--- config.mk ---
export PLATFORM = sky130hd
export DESIGN_NAME = reg_file_flat
export DESIGN_NICKNAME = d
export VERILOG_FILES = /design/src/rtl/reg_file_pkg.sv /design/src/rtl/reg_file_if.sv /design/src/rtl/reg_file_scoreboard.sv /design/src/rtl/reg_file.sv /design/src/flat_wrapper.sv
export SDC_FILE = /design/constraint.sdc
export NUM_CORES = 2
export LEC_CHECK = 0
export CORE_MARGIN = 10
export CORE_UTILIZATION = 50
export CTS_CLUSTER_SIZE = 25
export DETAILED_ROUTE_END_ITERATION = 8
export HOLD_SLACK_MARGIN = 0.03
export PLACE_DENSITY = 0.72
export SYNTH_ARGS = -nofsm -noshare
export SYNTH_HDL_FRONTEND = slang
export SYNTH_HIERARCHICAL = 1
export SYNTH_SLANG_ARGS = --single-unit
--- constraint.sdc ---
create_clock -name clk -period 2.3 [get_ports clk]
set_clock_uncertainty 0.2 [all_clocks]
set_input_delay 0.23 -clock clk [delete_from_list [all_inputs] [get_ports clk]]
set_output_delay 0.23 -clock clk [all_outputs]
set_load 0.01 [all_outputs]
--- src/rtl/reg_file_pkg.sv ---
// Shared CPU package: register-index constants and the helpers used by the
// register file, its scoreboard and the destination-select logic.
package reg_file_pkg;

    localparam int NREG = 32;
    localparam int AW   = 5;
    localparam int DW   = 32;

    typedef logic [AW-1:0] reg_idx_t;
    typedef logic [DW-1:0] word_t;

    localparam reg_idx_t ZERO = 5'd0;
    localparam reg_idx_t RA   = 5'd31;

    // A write only lands when it is enabled and does not target r0.
    function automatic logic real_write(input logic en, input reg_idx_t addr);
        return en && (addr != ZERO);
    endfunction

endpackage

--- src/rtl/reg_file_if.sv ---
// Register file bus: two read ports, the write-back port and the decode-stage
// issue/stall handshake. Master is the pipeline, slave is reg_file.
interface reg_file_if;
    import reg_file_pkg::*;

    reg_idx_t rs;
    reg_idx_t rt;
    word_t    RD1;
    word_t    RD2;
    logic     reg_write;
    reg_idx_t write_addr;
    word_t    write_data;
    logic     issue_valid;
    logic     use_rs;
    logic     use_rt;
    logic     issue_we;
    reg_idx_t issue_dst;
    logic     stall;

    modport master (
        output rs, rt, reg_write, write_addr, write_data,
               issue_valid, use_rs, use_rt, issue_we, issue_dst,
        input  RD1, RD2, stall
    );

    modport slave (
        input  rs, rt, reg_write, write_addr, write_data,
               issue_valid, use_rs, use_rt, issue_we, issue_dst,
        output RD1, RD2, stall
    );

endinterface

--- src/rtl/reg_file_scoreboard.sv ---
// Pending-write scoreboard: one busy bit per architectural register, set when
// a writing instruction issues and cleared by its write-back. Because a WAW
// hazard stalls issue, at most one write per register is ever in flight.
module reg_scoreboard
    import reg_file_pkg::*;
#(
    parameter bit BYPASS = 1'b1,
    parameter bit SB_EN  = 1'b1
) (
    input  logic     clk,
    input  logic     reset,
    input  logic     issue_valid,
    input  logic     use_rs,
    input  logic     use_rt,
    input  reg_idx_t rs,
    input  reg_idx_t rt,
    input  logic     issue_we,
    input  reg_idx_t issue_dst,
    input  logic     wb_en,
    input  reg_idx_t wb_addr,
    output logic     haz_rs,
    output logic     haz_rt,
    output logic     haz_waw,
    output logic     stall
);

    logic [NREG-1:0] busy;
    logic [NREG-1:0] set_vec;
    logic [NREG-1:0] clr_vec;
    logic            wb_hit;
    logic            accept;

    assign wb_hit = real_write(wb_en, wb_addr);

    // Hazard detection; a write-back landing this cycle counts as ready only
    // when its value can be forwarded to the reader.
    always_comb begin
        haz_rs  = use_rs && busy[rs]
                  && !(BYPASS && wb_hit && (wb_addr == rs));
        haz_rt  = use_rt && busy[rt]
                  && !(BYPASS && wb_hit && (wb_addr == rt));
        haz_waw = issue_we && (issue_dst != ZERO) && busy[issue_dst]
                  && !(BYPASS && wb_hit && (wb_addr == issue_dst));
        stall   = SB_EN && issue_valid && (haz_rs || haz_rt || haz_waw);
    end

    // Per-register set/clear strobes; r0 never becomes busy.
    always_comb begin
        accept  = issue_valid && !stall && real_write(issue_we, issue_dst);
        set_vec = '0;
        clr_vec = '0;
        if (accept) set_vec[issue_dst] = 1'b1;
        if (wb_hit) clr_vec[wb_addr]   = 1'b1;
        set_vec[0] = 1'b0;
        clr_vec[0] = 1'b0;
    end

    // Busy vector update: set has priority over clear so a new producer issued
    // in the same cycle an older one retires stays tracked.
    always_ff @(posedge clk) begin
        if (reset || !SB_EN) begin
            busy <= '0;
        end else begin
            for (int i = 1; i < NREG; i++) begin
                if (set_vec[i])      busy[i] <= 1'b1;
                else if (clr_vec[i]) busy[i] <= 1'b0;
            end
        end
    end

endmodule

--- src/rtl/reg_file.sv ---
// 32 x 32 register file with combinational reads, optional write-to-read
// forwarding and an optional pending-write scoreboard driving decode stall.
module reg_file
    import reg_file_pkg::*;
#(
    parameter bit BYPASS = 1'b1,
    parameter bit SB_EN  = 1'b1
) (
    input  logic       clk,
    input  logic       reset,
    reg_file_if.slave  bus
);

    word_t regs [NREG];
    logic  wb_hit;
    logic  haz_rs;
    logic  haz_rt;
    logic  haz_waw;

    assign wb_hit = real_write(bus.reg_write, bus.write_addr);

    // Storage: r0 is never written so it stays at its reset value of zero;
    // a write presented during reset is dropped.
    always_ff @(posedge clk) begin
        if (reset) begin
            for (int i = 0; i < NREG; i++) regs[i] <= '0;
        end else if (wb_hit) begin
            regs[bus.write_addr] <= bus.write_data;
        end
    end

    // Read ports, with same-cycle forwarding of the write-back value.
    always_comb begin
        bus.RD1 = regs[bus.rs];
        bus.RD2 = regs[bus.rt];
        if (BYPASS && wb_hit && (bus.write_addr == bus.rs)) bus.RD1 = bus.write_data;
        if (BYPASS && wb_hit && (bus.write_addr == bus.rt)) bus.RD2 = bus.write_data;
        if (bus.rs == ZERO) bus.RD1 = '0;
        if (bus.rt == ZERO) bus.RD2 = '0;
    end

    reg_scoreboard #(
        .BYPASS (BYPASS),
        .SB_EN  (SB_EN)
    ) u_sb (
        .clk         (clk),
        .reset       (reset),
        .issue_valid (bus.issue_valid),
        .use_rs      (bus.use_rs),
        .use_rt      (bus.use_rt),
        .rs          (bus.rs),
        .rt          (bus.rt),
        .issue_we    (bus.issue_we),
        .issue_dst   (bus.issue_dst),
        .wb_en       (bus.reg_write),
        .wb_addr     (bus.write_addr),
        .haz_rs      (haz_rs),
        .haz_rt      (haz_rt),
        .haz_waw     (haz_waw),
        .stall       (bus.stall)
    );

endmodule

--- src/flat_wrapper.sv ---
// flat-port wrapper written by rule: the top's interface ports become plain ports
module reg_file_flat import reg_file_pkg::*;
#(
    parameter bit BYPASS = 1'b1,
    parameter bit SB_EN  = 1'b1
)
  (clk, reset, bus_rs, bus_rt, bus_reg_write, bus_write_addr, bus_write_data, bus_issue_valid, bus_use_rs, bus_use_rt, bus_issue_we, bus_issue_dst, bus_RD1, bus_RD2, bus_stall);
  reg_file_if bus_i ();
  input  logic clk;
  input  logic reset;
  input wire logic [$bits(bus_i.rs)-1:0] bus_rs;
  input wire logic [$bits(bus_i.rt)-1:0] bus_rt;
  input wire logic [$bits(bus_i.reg_write)-1:0] bus_reg_write;
  input wire logic [$bits(bus_i.write_addr)-1:0] bus_write_addr;
  input wire logic [$bits(bus_i.write_data)-1:0] bus_write_data;
  input wire logic [$bits(bus_i.issue_valid)-1:0] bus_issue_valid;
  input wire logic [$bits(bus_i.use_rs)-1:0] bus_use_rs;
  input wire logic [$bits(bus_i.use_rt)-1:0] bus_use_rt;
  input wire logic [$bits(bus_i.issue_we)-1:0] bus_issue_we;
  input wire logic [$bits(bus_i.issue_dst)-1:0] bus_issue_dst;
  output wire logic [$bits(bus_i.RD1)-1:0] bus_RD1;
  output wire logic [$bits(bus_i.RD2)-1:0] bus_RD2;
  output wire logic [$bits(bus_i.stall)-1:0] bus_stall;
  assign bus_i.rs = bus_rs;
  assign bus_i.rt = bus_rt;
  assign bus_i.reg_write = bus_reg_write;
  assign bus_i.write_addr = bus_write_addr;
  assign bus_i.write_data = bus_write_data;
  assign bus_i.issue_valid = bus_issue_valid;
  assign bus_i.use_rs = bus_use_rs;
  assign bus_i.use_rt = bus_use_rt;
  assign bus_i.issue_we = bus_issue_we;
  assign bus_i.issue_dst = bus_issue_dst;
  assign bus_RD1 = bus_i.RD1;
  assign bus_RD2 = bus_i.RD2;
  assign bus_stall = bus_i.stall;
  reg_file #(.BYPASS(BYPASS), .SB_EN(SB_EN)) u_core (.clk(clk), .reset(reset), .bus(bus_i));
endmodule
Word-level counts from Yosys, hierarchy flattened
Memory sizes are Yosys's and may differ from the RTL's.
Cells that the tools add are included.
{ "op_classes": {"magnitude_cmp": 6, "n_eq_ne": 3, "n_mux": 86, "n_reduce_logical": 58} }
{ "ops": {"columns": ["operator", "n"], "rows": [
  ["two-way mux 32 bit", 7],
  ["two-way mux 1 bit", 73],
  ["nonzero test 2 bit", 31],
  ["OR reduction 32 bit", 1],
  ["less-than comparator 5 x 6 -> 1 bit (second input constant)", 4],
  ["logical AND 1 bit", 16],
  ["binary-select mux 1 bit (select 5 bit)", 3],
  ["== test 5 bit", 3],
  ["demux 1 bit (select 5 bit)", 2],
  [">= comparator 5 x 1 -> 1 bit (second input constant)", 2],
  ["logical NOT 5 bit", 2],
  ["nonzero test 5 bit", 2],
  ["two-way mux 5 bit", 1],
  ["logical NOT 1 bit", 4],
  ["logical OR 1 bit", 2]
]} }
{ "word_totals": {"reg_bits": 31, "mem_bits_rw": 1024, "in_bits": 59, "output_inout_bits": 65, "elab_cells": 185, "mem_count": 1} }
{ "mem_list": {"columns": ["memory", "depth", "width", "read_ports", "rd_ports_with_merged_regs", "write_ports", "line", "source"], "rows": [
  ["u_core.regs", 32, 32, 2, 0, 32, "reg_file.sv:14", "word_t regs [NREG];"]
]} }

Depth between registers and ports, before layout
{ "depth": {"ltp_word": 13, "ltp_mapped": 10, "ltp_nobuf": 6} }

By module
Netlist, hierarchy kept.
{ "modules_own_cells": {"columns": ["module", "instances", "cells_per_inst", "area_per_inst_um2", "seq_area_each_um2"], "rows": [
  ["reg_file", 1, 3916, 55753.5, 30749.5],
  ["reg_scoreboard", 1, 336, 2997.9, 620.6]
]} }

Worst setup path after synthesis
Ideal clock, no wire load.
{ "synth_path": {"kind": "input port to output port", "startpoint": "in bus_rt[2]", "endpoint": "out bus_stall", "arrival_ns": 2.015, "required_ns": 1.870, "setup_slack_ns": -0.145, "path_stages": 9, "path_buffers": 3, "cell_sequence": "buf_6 -> mux4_1 -> mux2_2 -> nor3b_2 -> nor4_1 -> or2_1 -> buf_6 -> buf_6 -> o21a_1"} }
{ "synth_between": {"elab_chain_cells": 7, "word_cells_on_any_way": 10, "cone_classes": "eq/ne (1); mux (2); reduce/logical (7)"} }
{ "synth_rtl": {"columns": ["element", "line", "source"], "rows": [
  ["start: declaration", "flat_wrapper.sv:12", "input wire logic [$bits(bus_i.rt)-1:0] bus_rt;"],
  ["binary-select mux 1 bit (select 5 bit) / == test 5 bit (equally long branches)", "reg_file_scoreboard.sv:40, reg_file_scoreboard.sv:41", null],
  ["two-way mux 1 bit (not written as such) / logical AND 1 bit (equally long branches)", "reg_file_scoreboard.sv:40, reg_file_scoreboard.sv:41", null],
  ["logical AND 1 bit / logical NOT 1 bit (equally long branches)", "reg_file_scoreboard.sv:40, reg_file_scoreboard.sv:41", null],
  ["logical AND 1 bit (*)", "reg_file_scoreboard.sv:41", "&& !(BYPASS && wb_hit && (wb_addr == rt));"],
  ["net u_core.haz_rt", "reg_file.sv:17", "logic haz_rt;"],
  ["logical OR 1 bit (*) (2 in a row)", "reg_file_scoreboard.sv:44", "stall = SB_EN && issue_valid && (haz_rs || haz_rt || haz_waw);"],
  ["logical AND 1 bit (*)", "reg_file_scoreboard.sv:44", null],
  ["end: declaration", "flat_wrapper.sv:23", "output wire logic [$bits(bus_i.stall)-1:0] bus_stall;"]
]} }
Mark *: on every way through the listed nets, which the timed path passes. The rest lies on a longest branch. The select of a mux whose other input is x is not followed.

==> flow_summary.toml <==
[run_status]
status = "complete, but fails checks"
violations = "negative setup slack"

[power]
power_density_nw_per_um2 = 656.8
p_leak_uw = 0.02747
ir_drop_mv = 0.7298

[timing]
slew_viol_final = 0
fin_ws_ns = -1.104
timing.fmax_mhz = 293.8
rsz0062_at_grt = "yes"
period_minus_slack_ns = 3.404
relSlewSlack = 0.4372
finalCritPeriodShare = 1.480
finalSetupViolations = 90
final_hold_viol_count = 0
worst_slew_pin_slew_ns = 0.8442

[critical_path]
crit_path_start_kind = "flop"
crit_type = "reg2out"
cp.required_ns = 1.87
critPathMaxFanout = 2
worst_setup_path_end_kind = "output port"
critPathArrivalTime_ns = 2.97

[cells_and_area]
syn2layout_area_growth_pct = 26.32
drive_above_1_share = 0.3744
nNetsFinal = 4964
seq_area_um2 = 31380
multi_input_area_um2 = 27420
fin_util = 0.6378
fill_cells = 8301
fin_area_um2 = 74220

[die]
initial_utilization = 0.5049
core_um2 = 116400
num_rows = 125
die-area_um2 = 131600
ios = 124
dieWidth_um = 362.8
die_h_um = 362.8

[global_routing]
grt_max_degree = 91
grt_pass1_wl_um = 330700
track_usage = 0.3525
grt_pass1_vias = 44640
grt.overflow.total = 0
grt_antenna_before_repair = 27

[routing]
vias = 45360
ant_nets = 0
dr.max_layer_used = "met5"
routed_wirelength_um = 237600
drtPass1Iterations = 6
drt_iter0_markers = 8110
vias_per_cell = 6.950
wl_met1_um = 79210
wl_met2_um = 102500
wl_per_cell_um = 36.39
wl_met3_um = 36140
drc_errors = 0

[place]
placedInstanceArea_um2 = 68120
dp_hpwl_um = 159800
place_congestion = 0.9971
port_buffers = 123

[yosys]
ys.flop_type = "edfxtp_1"
ys_types = 81
synth_enable_flop_cells = 1024
syn-cell-area_um2 = 58750
ys_ff_latch = 1055
syn_avg_cell_area_um2 = 13.82
syn_inst = 4252
yosysSeqAreaShare = 0.5339
yosys_warnings = 6
async_flop_share = 0

[cts]
clock_path_buffers = 3
clk_latency_ns = 0.70
htree_levels = 3
cts_root_buffer = "clkbuf_16"
numCtsBuffers = 111
cts_tree = "yes"
clock_sinks = 1055
path_clk_slew_ns = 0.06

[hold_path]
hold_path_class = "in2reg"

[job]
drv_cap = 0
[final timing paths]
kind / startpoint / endpoint / slack, ns / cells past startpoint
max: u_core/regs[23][9] / bus_RD2[9] / -1.10 / 5
min: bus_write_addr[2] / u_core/u_sb/busy[3] / 0.07 / 6
max reg2reg: u_core/u_sb/busy[9] / u_core/u_sb/busy[9] / -0.16 / 8
min reg2reg: u_core/u_sb/busy[8] / u_core/u_sb/busy[8] / 0.37 / 2
[routing by layer]
layer  up-vias  global-route usage
li1      17590                   -
met1     22420              0.4423
met2      4271              0.5213
met3      1062              0.1106
met4        20              0.2374
met5         -                   0
[layout make-up]
| type | instances | share of cell area |
|---|---|---|
| Timing Repair Buffer | 963 | 0.1345 |
| Multi-Input combinational cell | 2766 | 0.3694 |
| Clock inverter | 58 | 0.006845 |
| Clock buffer | 139 | 0.03984 |
| Antenna cell | 14 | 0.0004720 |
| Tap cell | 1524 | 0.02569 |
| Inverter | 8 | 0.0004046 |
| Sequential cell | 1055 | 0.4228 |
[synthesized netlist by cell type, drive strengths merged (5+ instances only)]
cell	number	share of area
edfxtp	1024	0.52
and2	964	0.10
mux4	379	0.15
mux2i	351	0.060
clkbuf	311	0.020
nand2	145	0.0093
buf	143	0.017
a21oi	81	0.0071
a22oi	66	0.0084
nor2	64	0.0041
nor3	48	0.0041
o21ai	47	0.0042
a211oi	46	0.0059
nand3	44	0.0037
mux2	40	0.0077
a221oi	39	0.0061
o22ai	37	0.0039
or2	36	0.0038
nor2b	35	0.0037
a32o	33	0.0056
o221ai	33	0.0049
o31ai	33	0.0072
dfxtp	31	0.011
nand3b	25	0.0032
and3	20	0.0021
xnor2	17	0.0025
nand2b	14	0.0015
a2111oi	13	0.0026
a221o	12	0.0020
nor3b	12	0.0017
nand4	11	0.0013
a31oi	10	0.0011
a211o	8	0.0012
a22o	8	0.0012
inv	8	0.00051
xor2	8	0.0012
a41oi	7	0.0010
nor4	5	0.00064
o211ai	5	0.00064
o21bai	5	0.00064
[cell families (layout without fill, tap and decap cells)]
logic type	after synthesis	after routing	synth area share
and+or+nand+nor	1438	1438	0.1440
other	1	46	0.00006383
AOI/OAI and AO/OA	501	501	0.06683
muxes	770	770	0.2137
DFF	1055	1055	0.5339
xor gates and xnor gates	25	25	0.003727
buffers and inverters	462	1168	0.03769
[metrics by stage]
step	setup WS [ns]	total power, uW	instances	TNS (ns)	hold slack (ns)
floorplan	-0.1062	26650	4283	-0.1062	0.2282
global placement	-1.394	30430	6232	-987.01	0.3296
detailed placement	-1.404	30570	6232	-1031.88	0.3442
CTS	-0.9971	48150	6491	-40.12	0.03146
global route	-1.133	49760	6513	-45.75	0.09248
finish	-1.104	48750	6527	-42.21	0.06792
[timing repair]
item                                    CTS  global route
buffers inserted                         65            23
hold endpoints to repair                 26             0
endpoints found under the setup margin   96           280
cloned                                    3             5
pin swaps                               154            98
hold buffers                              2             0
resized for setup                       606           126
[power by group]
part	total [uW]	switching [uW]	leakage (uW)	internal [uW]
Combinational	8510	4690	0.0158	3820
Clock	17600	7720	0.00168	9850
Sequential	22700	572	0.0100	22100
[critical path: stages, from the launching register on]
cell and delay [ns]:
edfxtp_1 0.41, mux4_2 0.54, a22o_4 0.30, o311ai_4 0.32, o211ai_1 0.39, buf_2 0.28
[sequential cells by signal, summed over array words and instances (netlist names)]
name and cells:
u_core/u_sb/busy 31, u_core/regs 1024
[cell usage in the layout, fill, tap and decap left out, types with 33 or more instances in the layout]
cell             synthesis  layout
a21oi_1                 80      50
a22oi_1                 66      48
and2_1                 963     962
buf_12                   2     193
buf_2                   57      56
buf_4                   33     617
buf_6                   29      35
clkbuf_16                0     117
clkdlybuf4s50_1          0      41
edfxtp_1              1024    1024
mux2i_1                351     330
mux4_2                 364     374
nand2_1                145      69
nand2_2                  0      44
nand3_1                 44      43
nor2_4                   0      35
nor3_1                  48      44
o21ai_0                 41      39
o221ai_1                33      33
No activity file was read; power rests on OpenSTA's default activity.
